**src/rtl/multicycle_controller.sv**
```systemverilog
// Multicycle control unit for an RV32I integer subset (R-type, I-ALU, LOAD, STORE).
// Sequences FETCH/DECODE/EXECUTE/MEM/WRITEBACK, traps on unsupported encodings and counts retired instructions.
module multicycle_controller #(
    parameter int ALU_CC_W = 4,
    parameter int CNT_W    = 16
) (
    input  logic                clk,
    input  logic                reset,
    input  logic [6:0]          opcode,
    input  logic [6:0]          funct7,
    input  logic [2:0]          funct3,
    input  logic                mem_ready,
    output logic                reg_write,
    output logic                mem2reg,
    output logic                alu_src,
    output logic                mem_write,
    output logic                mem_read,
    output logic [ALU_CC_W-1:0] alu_cc,
    output logic                pc_en,
    output logic                ir_en,
    output logic                illegal,
    output logic [CNT_W-1:0]    retired
);

    typedef enum logic [2:0] {
        S_FETCH     = 3'd0,
        S_DECODE    = 3'd1,
        S_EXECUTE   = 3'd2,
        S_MEM       = 3'd3,
        S_WRITEBACK = 3'd4,
        S_TRAP      = 3'd5
    } state_t;

    typedef enum logic [1:0] {
        CLS_R     = 2'd0,
        CLS_I     = 2'd1,
        CLS_LOAD  = 2'd2,
        CLS_STORE = 2'd3
    } class_t;

    localparam logic [6:0] OP_R     = 7'b0110011;
    localparam logic [6:0] OP_I     = 7'b0010011;
    localparam logic [6:0] OP_LOAD  = 7'b0000011;
    localparam logic [6:0] OP_STORE = 7'b0100011;
    localparam logic [6:0] F7_BASE  = 7'b0000000;
    localparam logic [6:0] F7_ALT   = 7'b0100000;

    localparam logic [3:0] CC_AND  = 4'b0000;
    localparam logic [3:0] CC_OR   = 4'b0001;
    localparam logic [3:0] CC_ADD  = 4'b0010;
    localparam logic [3:0] CC_XOR  = 4'b0011;
    localparam logic [3:0] CC_SLL  = 4'b0100;
    localparam logic [3:0] CC_SRL  = 4'b0101;
    localparam logic [3:0] CC_SUB  = 4'b0110;
    localparam logic [3:0] CC_SLT  = 4'b0111;
    localparam logic [3:0] CC_SLTU = 4'b1000;
    localparam logic [3:0] CC_SRA  = 4'b1101;

    state_t               r_state;
    state_t               w_next_state;
    class_t               r_class;
    logic [ALU_CC_W-1:0]  r_alu_cc;
    logic                 r_alu_src;
    logic [CNT_W-1:0]     r_retired;

    class_t               w_dec_class;
    logic [3:0]           w_dec_cc;
    logic                 w_dec_legal;
    logic                 w_retire;
    logic                 w_drive_alu;

    // funct3 to ALU op; alt selects SUB/SRA on the two funct3 codes that have a variant.
    function automatic logic [3:0] f3_to_cc(input logic [2:0] f3, input logic alt);
        case (f3)
            3'b000:  return alt ? CC_SUB : CC_ADD;
            3'b001:  return CC_SLL;
            3'b010:  return CC_SLT;
            3'b011:  return CC_SLTU;
            3'b100:  return CC_XOR;
            3'b101:  return alt ? CC_SRA : CC_SRL;
            3'b110:  return CC_OR;
            default: return CC_AND;
        endcase
    endfunction

    // NOTE: every signal written in an always_comb gets a default first, so no path can infer a latch.
    always_comb begin
        w_dec_class = CLS_R;
        w_dec_cc    = CC_ADD;
        w_dec_legal = 1'b1;
        case (opcode)
            OP_R: begin
                w_dec_class = CLS_R;
                w_dec_cc    = f3_to_cc(funct3, funct7 == F7_ALT);
                w_dec_legal = (funct7 == F7_BASE) ||
                              ((funct7 == F7_ALT) && (funct3 == 3'b000 || funct3 == 3'b101));
            end
            OP_I: begin
                w_dec_class = CLS_I;
                w_dec_cc    = (funct3 == 3'b000) ? CC_ADD : f3_to_cc(funct3, funct7 == F7_ALT);
                if (funct3 == 3'b001)
                    w_dec_legal = (funct7 == F7_BASE);
                else if (funct3 == 3'b101)
                    w_dec_legal = (funct7 == F7_BASE) || (funct7 == F7_ALT);
            end
            OP_LOAD:  w_dec_class = CLS_LOAD;
            OP_STORE: w_dec_class = CLS_STORE;
            default:  w_dec_legal = 1'b0;
        endcase
    end

    // NOTE: sequential state uses non-blocking assignments so every register samples pre-edge values.
    always_ff @(posedge clk or negedge reset) begin
        if (!reset) begin
            r_state <= S_FETCH;
        end else begin
            r_state <= w_next_state;
        end
    end

    // NOTE: the decode registers are reset too; they are few and keep alu_cc free of X after reset.
    always_ff @(posedge clk or negedge reset) begin
        if (!reset) begin
            r_class   <= CLS_R;
            r_alu_cc  <= '0;
            r_alu_src <= 1'b0;
            r_retired <= '0;
        end else begin
            if (r_state == S_DECODE) begin
                r_class   <= w_dec_class;
                r_alu_cc  <= ALU_CC_W'(w_dec_cc);
                r_alu_src <= (w_dec_class != CLS_R);
            end
            if (w_retire)
                r_retired <= r_retired + CNT_W'(1);
        end
    end

    assign w_drive_alu = (r_state == S_EXECUTE) || (r_state == S_MEM) || (r_state == S_WRITEBACK);
    assign w_retire    = (r_state == S_WRITEBACK) ||
                         ((r_state == S_MEM) && (r_class == CLS_STORE) && mem_ready);

    always_comb begin
        w_next_state = r_state;
        reg_write    = 1'b0;
        mem2reg      = 1'b0;
        mem_write    = 1'b0;
        mem_read     = 1'b0;
        pc_en        = 1'b0;
        ir_en        = 1'b0;
        case (r_state)
            S_FETCH: begin
                // Reset forces FETCH, so the IR load is held off until reset is released.
                ir_en        = reset;
                w_next_state = S_DECODE;
            end
            S_DECODE: begin
                w_next_state = w_dec_legal ? S_EXECUTE : S_TRAP;
            end
            S_EXECUTE: begin
                w_next_state = (r_class == CLS_LOAD || r_class == CLS_STORE) ? S_MEM : S_WRITEBACK;
            end
            S_MEM: begin
                mem_read  = (r_class == CLS_LOAD);
                mem_write = (r_class == CLS_STORE);
                if (mem_ready) begin
                    if (r_class == CLS_LOAD) begin
                        w_next_state = S_WRITEBACK;
                    end else begin
                        pc_en        = 1'b1;
                        w_next_state = S_FETCH;
                    end
                end
            end
            S_WRITEBACK: begin
                reg_write    = 1'b1;
                mem2reg      = (r_class == CLS_LOAD);
                pc_en        = 1'b1;
                w_next_state = S_FETCH;
            end
            S_TRAP: begin
                w_next_state = S_TRAP;
            end
            default: begin
                w_next_state = S_FETCH;
            end
        endcase
    end

    assign alu_cc  = w_drive_alu ? r_alu_cc : '0;
    assign alu_src = w_drive_alu ? r_alu_src : 1'b0;
    assign illegal = (r_state == S_TRAP);
    assign retired = r_retired;

endmodule

```
**config.mk**
```make
export PLATFORM = sky130hd
export DESIGN_NAME = multicycle_controller
export DESIGN_NICKNAME = d
export VERILOG_FILES = /design/src/rtl/multicycle_controller.sv
export SDC_FILE = /design/constraint.sdc
export NUM_CORES = 1
export LEC_CHECK = 0
export ABC_CLOCK_PERIOD_IN_PS = 3000
export CORE_ASPECT_RATIO = 1.1
export CORE_MARGIN = 10
export CORE_UTILIZATION = 35
export CTS_BUF_LIST = sky130_fd_sc_hd__clkbuf_8 sky130_fd_sc_hd__clkbuf_16
export DETAILED_ROUTE_END_ITERATION = 8
export GPL_TIMING_DRIVEN = 0
export PLACE_DENSITY_LB_ADDON = 0.15
export REMOVE_ABC_BUFFERS = 1
export SYNTH_ARGS = -nofsm -noshare
export SYNTH_HDL_FRONTEND = slang
export SYNTH_SLANG_ARGS = --single-unit
```
**constraint.sdc**
```tcl
create_clock -name clk -period 3 [get_ports clk]
set_clock_uncertainty 0.1 [all_clocks]
set_input_delay 0.6 -clock clk [delete_from_list [all_inputs] [get_ports clk]]
set_output_delay 0.6 -clock clk [all_outputs]
set_load 0.05 [all_outputs]
```
After elaboration in Yosys (flattened, before gate mapping)
Cells that the tools add are included.
- bits in registers: 26
- bits in latches: 0
- memory bits (writable): 0
- ROM bits: 0
- input bits: 20
- output and inout port bits: 28
- logic and storage cells: 65
- memories: 0
- $add $sub $neg: 1
- multiply operators: 0
- divide/modulo/power cells: 0
- $lt $le $gt $ge: 0
- equality and inequality tests: 19
- shifts and indexed selects: 0
- muxes and demuxes: 25
- bitwise gates (word level): 0
- reduce and logical (&&, ||, !) cells: 15
- operator list (operator ; number):
    $pmux 4 s7 ; 1
    $pmux 4 s6 ; 1
    $eq 7x6->1 const B ; 3
    $add 16x1->16 const B ; 1
    $eq 3x3->1 const B ; 5
    $mux 3 ; 5
    $pmux 3 s5 ; 1
    $eq 3x2->1 const B ; 4
    $mux 4 ; 3
    $mux 1 ; 10
    $pmux 4 s2 ; 1
    $eq 7x2->1 const B ; 1
    $eq 7x5->1 const B ; 1
    $logic_not 7->1 ; 1
    $logic_or 1x1->1 ; 7
    $eq 3x1->1 const B ; 2
    $logic_not 3->1 ; 2
    $pmux 2 s3 ; 1
    $eq 2x2->1 const B ; 2
    $logic_and 1x1->1 ; 3
    $pmux 1 s3 ; 1
    $ne 2x2->1 const B ; 1
    $pmux 1 s2 ; 1
    $reduce_bool 2->1 ; 1
    $reduce_or 2->1 ; 1

Logic depth before layout (Yosys ltp)
Gate-level depths: netlist (run 1).
- word-level depth: 7
- mapped depth: 6
- depth with buffers taken out: 4

Worst setup path after synthesis (run 1)
No wires, ideal clock.
- path type: input port to output port
- start point: input reset
- end point: output ir_en
- arrival time: 2.189 ns
- required time: 2.300 ns
- path slack: 0.111 ns
- stages on the path: 1
- buffers on the path: 0
- path through: nor4b_1
- longest elaborated chain between the ends: 1
- ends and longest elaborated chain (what ; RTL line ; source):
    start: declaration ; 8 ; input logic reset,
    $mux 1 ; 151 ; case (r_state)
    end: declaration ; 20 ; output logic ir_en,
No other way between the ends.

Final worst setup path (run 1)
- start point: register r_state[2]
- end point: output pc_en
- longest elaborated chain between the ends: 2
- elaborated cells on any way between the ends: 3
- classes of those cells: eq/ne (2); mux (1)
- ends and longest elaborated chain (what ; RTL line ; source):
    start: declaration ; 59 ; state_t r_state;
    start signal: assignment ; 117 ; r_state <= w_next_state;
    $eq 3x3->1 or $eq 3x2->1 (tied branches) ; 151 ;
    $pmux 1 s2 (*) ; 151 ;
    end: declaration ; 19 ; output logic pc_en,
Every way passes the cells marked *; elsewhere a longest branch is shown, timed or not.

==> impl_metrics.tcl, run 1 <==
set metrics [dict create \
    syn2layout_area_growth_pct 38.6 \
    drv_cap 0 \
    drive_gt1_share_pct 4.69 \
    p_sw_w 0.000510 \
    vias_per_cell 5.14 \
    dr.pass1.iters 4 \
    final_common_cell "clkdlybuf4s50_1" \
    clockRootBuffer "clkbuf_8" \
    die_y_um 86.9 \
    nets 214 \
    grt_usage_pct 10.1 \
    min_period_ns 2.87 \
    critPathRequiredTime_ns 2.30 \
    intPower_w 0.000704 \
    num_vias 1255 \
    post_drt_wl_per_cell_um 14.3 \
    status "completed" \
    n_antenna_cell 0 \
    synth.mux.area_fraction_pct 0.792 \
    p_per_area_nw_per_um2 616 \
    seqCellArea_um2 651 \
    grt_pass1_vias 1319 \
    die_w_um 80.8 \
    ioPinCount 48 \
    cts_tree "yes" \
    fmaxAchievable_mhz 348 \
    synth-seq-cells 26 \
    crit_slowest_cell "clkdlybuf4s50_1" \
    wirelength_um 3490 \
    core_um2 3930 \
    dp_hpwl_um 2790 \
    synth_compound_area_share_pct 12.8 \
    portBuffers 47 \
    drt_iter0_drc 50 \
    drc 0 \
    grt_antenna_before_repair 0 \
    rows 24 \
    fin_area_um2 1970 \
    synth-simple-area-share_pct 25.8 \
    end_kind "primary output" \
    synth_flop_cell "dfrtp_1" \
    tritoncts.num_buffers 3 \
    finalSetupViolations 0 \
    fin_util_pct 50.1 \
    startpoint_type "flop" \
    grt_overflow 0 \
    power.leakage_nw 0.810 \
    die_area_um2 7020 \
    slew_violations 0 \
    swShare_pct 42.0 \
    clkPwrFrac_pct 18.4 \
    timing_worst_setup_path_type "flop to primary output" \
    fin_crit_sh_pct 95.8 \
    h-tree-depth 1 \
    cts_max_path_buffers 2 \
    synthArstFlopShare_pct 100 \
    rsz0062_at_grt "no" \
    hold_viol 0 \
    layout_common_cells "clkdlybuf4s50_1 (41), dfrtp_1 (26), nand2_1 (16)" \
    initial_core_util_pct 36.2 \
    hp-class "input port to asynchronous set/reset pin" \
    synth_top_family_by_area "simple AND/OR/NAND/NOR gates" \
    netlist_area_um2 1420 \
    synth_seq_area_share_pct 45.7 \
    yosys.area_share.xor_xnor_pct 10.5 \
    postPlaceCellArea_um2 1930 \
    path_cells "or3b_4, inv_1, a41o_1, clkdlybuf4s50_1" \
    crit_fanout 10 \
    cts_sinks 26 \
    clk_latency_ns 0.26 \
    drtAntennaViolNets 0 \
    ir_drop_mv 0.268 \
    grt_max_degree 28 \
    ys_types 42 \
    timing_worst_slew_pin_value_ns 0.854 \
    synth_edf_count 0 \
    yosysWarnings 0 \
    fill_cells 379 \
    synth_fa_ha_area_share_pct 0.880 \
    slowest_delay_ns 0.80 \
    multi_input_area_um2 721 \
    clkSlewWorstSetupHoldPaths_ns 0.09 \
    p_comb_share_pct 43.2 \
    gp_congestion 0.789 \
    syn-mean-instance-area_um2 9.68 \
    pwr-share-seq_pct 38.4 \
    relSlewSlack_pct 42.7 \
    ctsHoldBuffers 0 \
    grt_pass1_wl_um 5820 \
    cp_data_arrival_time_ns 2.17 \
    syn-instance-count 147 \
    fin_hold_ws_ns 0.167 \
]
-- per-stage QoR --
stage | power (W) | worst slack, ns | setup TNS (ns) | instances
after floorplan | 0.000816 | 0.111 | 0 | 141
after global placement | 0.00100 | -0.795 | -0.795 | 240
after detailed placement | 0.00101 | -0.829 | -0.829 | 240
after CTS | 0.00123 | 0.0170 | 0 | 244
after global routing | 0.00129 | 0.0266 | 0 | 244
final | 0.00121 | 0.127 | 0 | 244
-- critical path, delay by kind of cell (launching register included) --
family          cells  cell delay, ns
flops               1            0.48
simple gates        1            0.43
buf+inv             2            0.90
compound gates      1            0.10
-- routing by layer --
metal,routed length [um],up-vias,GRT usage [%]
li1,-,619,-
met3,305,4,3.31
met1,1360,593,9.95
met4,57,0,4.41
met5,0,-,0
met2,1770,39,18.8
-- area by class of cell --
type,count,area share [%]
flip-flops and latches,26,33.0
multi-input cells,110,36.5
inverters,5,0.952
repair buffers,47,23.4
well taps,52,3.30
clock buffers,4,2.79
-- cell usage after synthesis, types with 3 or more instances --
cell type	number	area, um^2
xnor2_1	14	123
nor2_1	7	26.3
inv_1	5	18.8
nand3_1	4	20.0
dfrtp_1	26	651
and3_1	6	37.5
a21oi_1	6	30.0
o31ai_1	3	22.5
nand4_1	8	50.1
nand2_1	16	60.1
nor2b_1	9	56.3
o21ai_0	3	15.0
xor2_1	3	26.3
-- worst paths after layout --
path	from	end	slack (ns)	cells past startpoint
worst min register to register	r_alu_src	r_alu_src	0.37	1
worst max register to register	r_state[0]	r_alu_cc[2]	0.99	4
min in group clk	r_alu_src	r_alu_src	0.37	1
max in group asynchronous	reset	retired[1]	2.36	1
worst max-delay path	r_state[2]	pc_en	0.13	4
worst min-delay path	reset	retired[2]	0.17	1
-- flip-flops by register name (all words and copies together), names as in the netlist --
signal,cells
r_alu_cc,4
r_alu_src,1
r_class,2
r_state,3
retired,16
-- cell families (layout without fill, tap and decap cells) --
kind of cell / count (synthesis) / after routing
simple gates: 65 / 65
mux: 1 / 1
xor+xnor: 17 / 17
fa+ha+maj: 1 / 1
compound gates: 26 / 26
flops: 26 / 26
buf+inv: 11 / 56
-- power by group through the flow --
stage	logic (W)	registers (W)	clock network, W
floorplan	0.000282	0.000534	0
global placement	0.000530	0.000470	0
detailed placement	0.000535	0.000474	0
CTS	0.000532	0.000467	0.000231
global route	0.000566	0.000480	0.000245
finish	0.000524	0.000466	0.000224
-- repair_timing --
action | in CTS | in global routing
resized for setup | 10 | 1
endpoints found under the hold margin | 0 | 0
setup endpoints to repair | 6 | 1
setup buffers | 0 | 0
Note: power is estimated with default switching activity, not from simulation.
==> run 2, diff against run 1 <==
- CORE_UTILIZATION: 35 -> 48
- CTS_BUF_LIST: sky130_fd_sc_hd__clkbuf_8 sky130_fd_sc_hd__clkbuf_16 -> not set
==> run 2 against run 1 <==
Against the previous run:
- power down 6.4%
- worst hold slack worse by 0.083 ns
- via count grew 0.24%
- critical endpoint is now mem2reg
- largest power group unchanged
==> impl_metrics.tcl, run 2 (synthesis results as in run 1) <==
set metrics [dict create \
    postPlaceCellArea_um2 1900 \
    syn2layout_area_growth_pct 35.0 \
    grt_usage_pct 11.9 \
    fmaxAchievable_mhz 346 \
    clk_latency_ns 0.32 \
    ioPinCount 48 \
    critPathLaunch "r_state[1]" \
    p_comb_share_pct 45.9 \
    drive_gt1_share_pct 4.19 \
    drc 0 \
    portBuffers 47 \
    h-tree-depth 1 \
    m1WireLength_um 1320 \
    route.met3.wl_um 270 \
    grt_antenna_before_repair 0 \
    timing_worst_slew_pin_value_ns 0.856 \
    p_sw_w 0.000503 \
    min_period_ns 2.89 \
    core_um2 2800 \
    post-cts-setup-buffer-count 0 \
    cts_sinks 26 \
    n_antenna_cell 0 \
    dp_hpwl_um 2640 \
    startpoint_type "flop" \
    grt_max_degree 28 \
    hp-class "input port to asynchronous set/reset pin" \
    initial_core_util_pct 50.8 \
    fill_cells 238 \
    tritoncts.num_buffers 3 \
    timing_worst_setup_path_type "flop to primary output" \
    status "completed" \
    dp_slack_ns -0.781 \
    p_per_area_nw_per_um2 591 \
    end_kind "primary output" \
    final_common_cell "clkdlybuf4s50_1" \
    timing.final.ws_setup_ns 0.114 \
    swShare_pct 44.3 \
    hold_viol 0 \
    clkSlewWorstSetupHoldPaths_ns 0.14 \
    largest_register_ffs 16 \
    r2r_cells 4 \
    r2r_start "r_state[2]" \
    nets 214 \
    die_y_um 77.1 \
    wirelength_um 3320 \
    crit_fanout 8 \
    grt_pass1_vias 1296 \
    num_vias 1258 \
    die_w_um 71.9 \
    rsz0062_at_grt "no" \
    top_layer_used "met4" \
    grt_overflow 0 \
    cp_data_arrival_time_ns 2.19 \
    layout_common_cells "clkdlybuf4s50_1 (39), dfrtp_1 (26), nand2_1 (16)" \
    die_area_um2 5540 \
    drtAntennaViolNets 0 \
    intPower_w 0.000633 \
    drv_cap 0 \
    drt_iter0_drc 100 \
    grt_pass1_wl_um 5650 \
    finalSetupViolations 0 \
    relSlewSlack_pct 42.5 \
    power_w 0.00114 \
    clockRootBuffer "clkbuf_4" \
    fin_crit_sh_pct 96.2 \
    dr.pass1.iters 4 \
    gp_congestion 0.796 \
    clkPwrFrac_pct 13.0 \
    ctsHoldBuffers 0 \
    fin_area_um2 1920 \
    vias_per_cell 5.62 \
    ir_drop_mv 0.524 \
    cts_tree "yes" \
    pwr-share-seq_pct 41.1 \
    power.leakage_nw 0.832 \
    cts_max_path_buffers 2 \
    post_drt_wl_per_cell_um 14.8 \
    rows 20 \
    dr_wl_met2_um 1690 \
    slew_violations 0 \
    critPathRequiredTime_ns 2.30 \
]
## run 2: metrics by stage
| stage | hold slack (ns) | std cells | setup TNS (ns) | utilization (%) |
|---|---|---|---|---|
| global placement | 0.354 | 221 | -0.778 | 67.9 |
| detailed placement | 0.365 | 221 | -0.781 | 67.9 |
| global route | 0.0957 | 224 | 0 | 68.5 |
| CTS | 0.170 | 224 | 0 | 68.3 |
| floorplan | 0.204 | 141 | 0 | - |
| finish | 0.0840 | 224 | 0 | 68.5 |
## run 2: power by group through the flow
stage | combinational [W] | sequential, W | clock, W
global route | 0.000561 | 0.000477 | 0.000168
CTS | 0.000528 | 0.000465 | 0.000153
floorplan | 0.000282 | 0.000534 | 0
global placement | 0.000525 | 0.000469 | 0
detailed placement | 0.000531 | 0.000472 | 0
finish | 0.000521 | 0.000466 | 0.000148
## run 2: final timing paths
path / to / slack (ns)
setup / recovery: mem2reg / 0.11
hold / removal: retired[2] / 0.08
setup reg to reg: retired[15] / 0.96
hold reg to reg: retired[15] / 0.39
max in group asynchronous: retired[10] / 2.45
min in group clk: retired[15] / 0.39
## run 2: layer usage
metal | vias to the layer above | GRT usage, %
met3 | 4 | 4.89
met1 | 605 | 11.8
li1 | 613 | -
met2 | 36 | 21.4
met5 | - | 0
met4 | 0 | 4.26
## run 2: timing repair
action / in CTS / in global routing
pin swaps: 0 / 0
setup endpoints to repair: 6 / 3
resized for setup: 10 / 3
## run 2: cell type report
class	instances	area [um^2]	area share (%)
Sequential cell	26	651	33.9
Clock buffer	3	22.5	1.17
Timing Repair Buffer	47	467	24.3
Multi-Input combinational cell	110	721	37.5
Inverter	5	18.8	0.977
Tap cell	33	41.3	2.15
## run 2: critical path: stages (launching register included)
cell and delay [ns]:
dfrtp_1 0.50, or3b_4 0.45, nor2_1 0.11, clkdlybuf4s50_1 0.81
